[src/rtl/gbuf_port_arbiter_pkg.sv]
`default_nettype none
// ============================================================================
// gbuf_port_arbiter_pkg : shared encodings for the global-buffer port arbiter
// Revision: 1.0
// ============================================================================
package gbuf_port_arbiter_pkg;

    localparam logic [0:0] ARB      = 1'b0;
    localparam logic [0:0] LOCKED   = 1'b1;

    localparam logic [0:0] OWN_HOST = 1'b0;
    localparam logic [0:0] OWN_TPU  = 1'b1;

    localparam int DEFAULT_MAX_WAIT = 8;

endpackage
`default_nettype wire

[src/rtl/gbuf_rd_return.sv]
`default_nettype none
// ============================================================================
// gbuf_rd_return : 1-deep owner-tag / rvalid pipe matching BRAM read latency
// Revision: 1.0
// ============================================================================
module gbuf_rd_return
    import gbuf_port_arbiter_pkg::*;
#(
    parameter int DATA_BITS = 32
) (
    input  logic                 clk,
    input  logic                 reset,
    input  logic                 rd_fire,
    input  logic                 rd_owner,
    input  logic [DATA_BITS-1:0] buf_data_out,
    output logic                 host_rvalid,
    output logic [DATA_BITS-1:0] host_rdata,
    output logic                 tpu_rvalid,
    output logic [DATA_BITS-1:0] tpu_rdata
);

    logic valid_q, valid_d;
    logic owner_q, owner_d;

    always_comb begin
        valid_d = rd_fire;
        owner_d = rd_owner;
    end

    // A reset between grant and return discards the read; it is never replayed.
    always_ff @(posedge clk or posedge reset) begin
        if (reset) begin
            valid_q <= 1'b0;
            owner_q <= OWN_HOST;
        end else begin
            valid_q <= valid_d;
            owner_q <= owner_d;
        end
    end

    always_comb begin
        host_rvalid = valid_q && (owner_q == OWN_HOST);
        tpu_rvalid  = valid_q && (owner_q == OWN_TPU);
        host_rdata  = host_rvalid ? buf_data_out : '0;
        tpu_rdata   = tpu_rvalid  ? buf_data_out : '0;
    end

endmodule
`default_nettype wire

[src/rtl/gbuf_port_arbiter.sv]
`default_nettype none
// ============================================================================
// gbuf_port_arbiter : host/TPU request-grant arbiter for one global buffer
// Revision: 1.0
// ============================================================================
module gbuf_port_arbiter
    import gbuf_port_arbiter_pkg::*;
#(
    parameter int ADDR_BITS = 14,
    parameter int DATA_BITS = 32,
    parameter int MAX_WAIT  = DEFAULT_MAX_WAIT
) (
    input  logic                 clk,
    input  logic                 reset,
    input  logic                 host_req,
    input  logic                 host_wr_en,
    input  logic [15:0]          host_index,
    input  logic [DATA_BITS-1:0] host_data_in,
    output logic                 host_gnt,
    output logic                 host_rvalid,
    output logic [DATA_BITS-1:0] host_rdata,
    input  logic                 tpu_req,
    input  logic                 tpu_wr_en,
    input  logic [15:0]          tpu_index,
    input  logic [DATA_BITS-1:0] tpu_data_in,
    output logic                 tpu_gnt,
    output logic                 tpu_rvalid,
    output logic [DATA_BITS-1:0] tpu_rdata,
    input  logic                 tpu_lock,
    output logic                 buf_ram_en,
    output logic                 buf_wr_en,
    output logic [15:0]          buf_index,
    output logic [DATA_BITS-1:0] buf_data_in,
    input  logic [DATA_BITS-1:0] buf_data_out,
    output logic                 locked,
    output logic [15:0]          conflict_cnt
);

    localparam logic [7:0]  c_max_wait = 8'(MAX_WAIT);
    localparam logic [15:0] c_idx_mask = 16'((32'd1 << ADDR_BITS) - 32'd1);

    logic [0:0]  state_q, state_d;
    logic [7:0]  host_wait_q, host_wait_d;
    logic [15:0] conflict_cnt_q, conflict_cnt_d;
    logic        rd_fire_w;
    logic        rd_owner_w;

    // FSM state register
    always_ff @(posedge clk or posedge reset) begin
        if (reset) begin
            state_q <= ARB;
        end else begin
            state_q <= state_d;
        end
    end

    // FSM next-state
    always_comb begin
        state_d = state_q;
        case (state_q)
            ARB:     if (tpu_gnt && tpu_lock) state_d = LOCKED;
            LOCKED:  if (!tpu_lock)           state_d = ARB;
            default: state_d = ARB;
        endcase
    end

    // FSM outputs: grants are combinational and suppressed while in reset
    always_comb begin
        host_gnt = 1'b0;
        tpu_gnt  = 1'b0;
        if (!reset) begin
            case (state_q)
                ARB: begin
                    if (host_req && (host_wait_q == c_max_wait)) host_gnt = 1'b1;
                    else if (tpu_req)                            tpu_gnt  = 1'b1;
                    else if (host_req)                           host_gnt = 1'b1;
                end
                LOCKED:  tpu_gnt = tpu_req;
                default: ;
            endcase
        end
        locked = (state_q == LOCKED);
    end

    always_comb begin
        buf_ram_en  = host_gnt | tpu_gnt;
        buf_wr_en   = 1'b0;
        buf_index   = '0;
        buf_data_in = '0;
        if (host_gnt) begin
            buf_wr_en   = host_wr_en;
            buf_index   = host_index & c_idx_mask;
            buf_data_in = host_data_in;
        end else if (tpu_gnt) begin
            buf_wr_en   = tpu_wr_en;
            buf_index   = tpu_index & c_idx_mask;
            buf_data_in = tpu_data_in;
        end
        rd_fire_w  = (host_gnt && !host_wr_en) || (tpu_gnt && !tpu_wr_en);
        rd_owner_w = tpu_gnt ? OWN_TPU : OWN_HOST;
    end

    always_comb begin
        host_wait_d = host_wait_q;
        if (host_gnt) begin
            host_wait_d = '0;
        end else if (host_req && (host_wait_q < c_max_wait)) begin
            host_wait_d = host_wait_q + 8'd1;
        end

        conflict_cnt_d = conflict_cnt_q;
        if (host_req && tpu_req && (conflict_cnt_q != 16'hFFFF)) begin
            conflict_cnt_d = conflict_cnt_q + 16'd1;
        end
    end

    always_ff @(posedge clk or posedge reset) begin
        if (reset) begin
            host_wait_q    <= '0;
            conflict_cnt_q <= '0;
        end else begin
            host_wait_q    <= host_wait_d;
            conflict_cnt_q <= conflict_cnt_d;
        end
    end

    assign conflict_cnt = conflict_cnt_q;

    gbuf_rd_return #(
        .DATA_BITS (DATA_BITS)
    ) u_rd_return (
        .clk          (clk),
        .reset        (reset),
        .rd_fire      (rd_fire_w),
        .rd_owner     (rd_owner_w),
        .buf_data_out (buf_data_out),
        .host_rvalid  (host_rvalid),
        .host_rdata   (host_rdata),
        .tpu_rvalid   (tpu_rvalid),
        .tpu_rdata    (tpu_rdata)
    );

endmodule
`default_nettype wire
[config.mk]
export PLATFORM = sky130hd
export DESIGN_NAME = gbuf_port_arbiter
export DESIGN_NICKNAME = d
export VERILOG_FILES = /design/src/rtl/gbuf_port_arbiter_pkg.sv /design/src/rtl/gbuf_rd_return.sv /design/src/rtl/gbuf_port_arbiter.sv
export SDC_FILE = /design/constraint.sdc
export NUM_CORES = 1
export LEC_CHECK = 0
export CAP_MARGIN = 5
export CORE_AREA = 5 5 103 105
export CTS_CLUSTER_DIAMETER = 120
export DETAILED_ROUTE_END_ITERATION = 8
export DIE_AREA = 0 0 108 110
export PLACE_DENSITY_LB_ADDON = 0.05
export SLEW_MARGIN = 30
export SYNTH_ARGS = -nofsm -noshare
export SYNTH_HDL_FRONTEND = slang
export SYNTH_SLANG_ARGS = --single-unit
[constraint.sdc]
create_clock -name clk -period 4.5 [get_ports clk]
set_clock_uncertainty 0.15 [all_clocks]
set_input_delay 0.45 -clock clk [delete_from_list [all_inputs] [get_ports clk]]
set_output_delay 0.45 -clock clk [all_outputs]
set_load 0.02 [all_outputs]
# Word level (Yosys, flattened, before mapping)
# Cells that the tools add are included.
# word_totals
reg_bits,27
wordCells,49
# classes
addsub,2
magnitude_cmp,1
n_eq_ne,2
mux,23
bitwise_logic,3
n_reduce_logical,13
# op_table
cell,count
$mux 32,4
$mux 14,2
$add 16x1->16 const B,1
$mux 8,2
$ne 16x16->1 const B,1
$mux 1,13
$logic_and 1x1->1,9
$add 8x1->8 const B,1
$eq 8x4->1 const B,1
$lt 8x4->1 const B,1
$pmux 1 s2,2
$logic_not 1->1,2
$not 1->1,2
$reduce_bool 2->1,1
$logic_or 1x1->1,1
$or 1x1->1,1

# Logic depth before layout (Yosys ltp)
# depth
word_depth,8
mapped_depth,8
ltp_nobuf,6

# Modules after synthesis
# Synthesis repeated with hierarchy kept, for this count alone.
# hier_totals
cells_unflattened,263
area_unflattened_um2,2456.1
# modules_own_cells
mod,n_inst,cells_each,area_each_um2
gbuf_port_arbiter,1,180,1776.7
gbuf_rd_return,1,83,679.4

# Worst setup path before layout
# Ideal clock, no wire load.
# synth_timing
path_type,input-to-output
start,input reset
end,output buf_index[10]
arrival_time_ps,1868
t_required_ps,3900
slack_ps,2032
cell_stages,5
path_buffers,2
cell_sequence,inv_1 -> and3_1 -> buf_2 -> buf_6 -> a22o_1
# synth_between
elab_chain_cells,3
word_cells_on_any_way,4
cone_classes,mux (4)
# synth_rtl
item,line,rtl
start: declaration,gbuf_port_arbiter.sv:14,"input logic reset,"
$mux 1,gbuf_port_arbiter.sv:71,if (!reset) begin
net tpu_gnt,gbuf_port_arbiter.sv:26,"output logic tpu_gnt,"
$mux 14,gbuf_port_arbiter.sv:94,end else if (tpu_gnt) begin
$mux 14,gbuf_port_arbiter.sv:90,if (host_gnt) begin
end: declaration,gbuf_port_arbiter.sv:32,"output logic [15:0] buf_index,"
# The timed path passes the listed nets, and every way through them passes these cells.

# Worst setup path in the final report
# layout_timing
start,register host_wait_q[0]
end,output buf_ram_en
# layout_between
elab_chain_cells,6
word_cells_on_any_way,9
cone_classes,eq/ne (1); mux (6); bitwise (1); reduce/logical (1)
# layout_rtl
item,line,rtl
start: declaration,gbuf_port_arbiter.sv:43,"logic [7:0] host_wait_q, host_wait_d;"
start signal: assignment,gbuf_port_arbiter.sv:122,host_wait_q <= host_wait_d;
$eq 8x4->1 *,gbuf_port_arbiter.sv:74,if (host_req && (host_wait_q == c_max_wait)) host_gnt = 1'b1;
$logic_and 1x1->1 *,gbuf_port_arbiter.sv:74,
$mux 1,gbuf_port_arbiter.sv:74,
$pmux 1 s2 / $mux 1 (equally long branches),gbuf_port_arbiter.sv:72,case (state_q)
$mux 1,gbuf_port_arbiter.sv:71,
$or 1x1->1 *,gbuf_port_arbiter.sv:86,buf_ram_en = host_gnt | tpu_gnt;
end: declaration,gbuf_port_arbiter.sv:30,"output logic buf_ram_en,"
# Mark *: on every way between the ends. The rest lies on a longest branch, timed or not.

==> key figures <==
CTS
  – Clock Path Buffers: 2
  – Post-cts hold buffer count: 0
  – Clock transition at path regs: approximately 0.090 ns
  – CTS root buf: clkbuf_8
  – CTS tree: done
  – Number of CTS-inserted buffers: 3
  – Post-CTS setup buffers: 0
  – CTS Sinks: 27
  – Clk_lat worst skew: roughly 0.27 ns
  – Cts repair resizes: 0
  – CTS H-tree depth: 1

Yosys
  – Top cells by area, synth: dfrtp_1, a22o_1, and3_1, and2_1, buf_6
  – Cell Area, Synth: ~0.0023 mm^2
  – Largest family of logic cells by synthesized area: simple AND/OR/NAND/NOR gates
  – Average size of a mapped cell: between 9 and 10 um^2
  – Compound-gate portion of the synthesized area: a little over a fifth
  – Yosys warnings: 0
  – Synth Area in XOR/XNOR: between 5 and 6%
  – Post-synthesis mux area share: 2.44%
  – Post-synthesis simple-gate area fraction: about a third
  – Adder-cell share of the synthesized area: under 10%
  – Post-synth ARST share: 100%
  – Top FF cell, synth: dfrtp_1
  – Gate Count Post-Synth: roughly 250
  – Sequential share of the synthesized area: ~30%
  – Synth top cells by count: a22o_1, and3_1, and2_1, dfrtp_1
  – Synth unique cells: 38
  – Top-count cell post-synth: a22o_1
  – Post-synth top area share: between 20 and 30%
  – #FFs+latches synth: 27
  – Number of synthesized flops with an enable pin: 0
  – Area leader, netlist: dfrtp_1

Floorplanning
  – FP Rows: 36
  – Starting Density: a little under a quarter
  – Die ar.: 0.0119 mm^2
  – # IOs: 270
  – Core area: 0.00955 mm^2
  – Horiz. Die Dim: between 100 and 150 um
  – Die height: 110 um

Timing
  – RSZ-0062 raised after global routing: false
  – Relative slew slack: between 40 and 50%
  – Final Critical Period: about 3.6 ns
  – # setup viols final: 0
  – Worst-margin pin slew: ~0.86 ns
  – Setup_tns: 0 ns
  – FMAX: about 280 MHz
  – Endpoints failing hold: 0
  – Fin. max-slew vios: 0
  – Final Cycle Share: between 70% and 80%

Critical path
  – Crit Path Category: reg2out
  – Worst Setup SP: host_wait_q[0]
  – CP Capture Type: output port
  – Reg2reg start: host_wait_q[0]
  – Worst setup SP type: flop
  – WP data required: 3.90 ns
  – Worst Path Arrival: 2.97 ns
  – Worst-path fanout max: 30

Pwr
  – PnR Total Power: 1.07 mW
  – VDD IR max: around 0.00025 V
  – Power Density: ~210 mW/mm^2
  – LEAKAGE: ~2.1 nW

GRT
  – Initial antenna violation count: 0
  – GRT Residual Overflow: 0
  – First-pass GRT wire length: ~16000 um
  – Pin count of the biggest net entering global routing: 59
  – Vias in the first global route: approximately 2800
  – GRT Overall Usage: between 15 and 20%

Routing
  – Drt via density: around 4.6
  – TritonRoute pass-1 iters: 4
  – Initial DRC count: ~130
  – DRC viols: 0
  – Final Routed Wirelength: around 12000 um
  – WL per Instance: 18.4 um
  – Final ANT Viol Nets: 0
  – Vias: 2900

Run
  – Maxcap violations: 0

Min path
  – HP Start: conflict_cnt[14]
  – Min-Delay Path Class: reg2reg

Run status
  – Outcome: completed

Place
  – Post-DP Area: roughly 0.005 mm^2
  – GPL Wtd Cong: around 0.75
  – Inst Count DP: 627
  – Number of port buffers: approximately 260
  – Final HPWL DP: approximately 9600 um

Cells and area
  – Final Util: 52.5%
  – Syn-to-layout area delta: 122%
  – Antenna diode count: 0
  – Ratio of cells with drive above 1 in the final layout: 3.41%
  – Fin cells: between 600 and 700
  – Final Cell Area: 0.00501 mm^2
  – NumNets Final: 637
power breakdown:
group          leakage, nW  switching (mW)  internal (mW)
Clock               0.0217          0.0757         0.0627
Combinational         1.70           0.258          0.326
Sequential           0.357          0.0628          0.286
Total                 2.08           0.397          0.675
area by class of cell:
type	count	area [um^2]
flip-flops and latches	27	676
clock inverters	1	7.51
repair buffers	268	2680
fillers	912	4540
well taps	133	166
multi-input cells	194	1420
clock buffers	3	41.3
inverters	5	18.8
per-layer routing:
| metal | track usage (%) | routed length, um | vias up |
|---|---|---|---|
| li1 | - | - | 1420 |
| met1 | 20.3 | 4320 | 1334 |
| met2 | 31.1 | 5910 | 134 |
| met3 | 6.93 | 1260 | 12 |
| met4 | 2.80 | 162 | 0 |
| met5 | 0 | 0 | - |
kinds of logic (layout without fill, tap and decap cells):
family,after synthesis,count (layout)
compound gates,58,58
xor+xnor,13,13
fa+ha+maj,3,3
buf+inv,28,277
flops,27,27
mux,5,5
other cells,1,2
simple gates,113,113
critical path, cell delays in order (launching register included):
cell and delay [ns]:
dfrtp_1 0.41, inv_1 0.09, ha_1 0.15, nor4bb_1 0.28, nand3_1 0.19, and3_2 0.42, buf_4 0.30, or2_2 0.30
clkdlybuf4s50_1 0.56
state kept, by name, summed over array words and instances, names as in the netlist:
name                 flops
conflict_cnt            16
host_wait_q              8
locked                   1
u_rd_return.owner_q      1
u_rd_return.valid_q      1
layout by cell type (no fill, tap or decap), types with 2 or more instances in the layout:
cell type	n
a22o_1	48
a31oi_1	3
and2_1	33
and3_1	34
and4_1	2
buf_4	4
clkbuf_8	3
clkdlybuf4s50_1	263
conb_1	2
dfrtp_1	27
ha_1	3
inv_1	5
mux2_2	3
nand2_1	4
nand3_1	6
nand3b_1	2
nand4_1	8
nand4b_1	2
nor2_1	8
nor2b_1	5
o211ai_1	2
o21ai_0	2
xnor2_1	9
xor2_1	4
through the flow:
stage | worst slack [ns] | hold slack, ns
2_1_floorplan | 2.03 | 0.330
3_3_place_gp | 1.01 | 0.358
4_1_cts | 0.892 | 0.392
6_report | 0.927 | 0.385
3_5_place_dp | 1.00 | 0.365
5_1_grt | 0.775 | 0.420
worst paths after layout:
path	cells after the start	slack, ns	to
max in group asynchronous	3	3.47	conflict_cnt[1]
max	8	0.93	buf_ram_en
min	1	0.38	conflict_cnt[14]
max reg2reg	7	2.20	u_rd_return.valid_q
min reg2reg	1	0.38	conflict_cnt[14]
min in group asynchronous	3	0.48	conflict_cnt[2]
(Power assumes the default switching activity.)
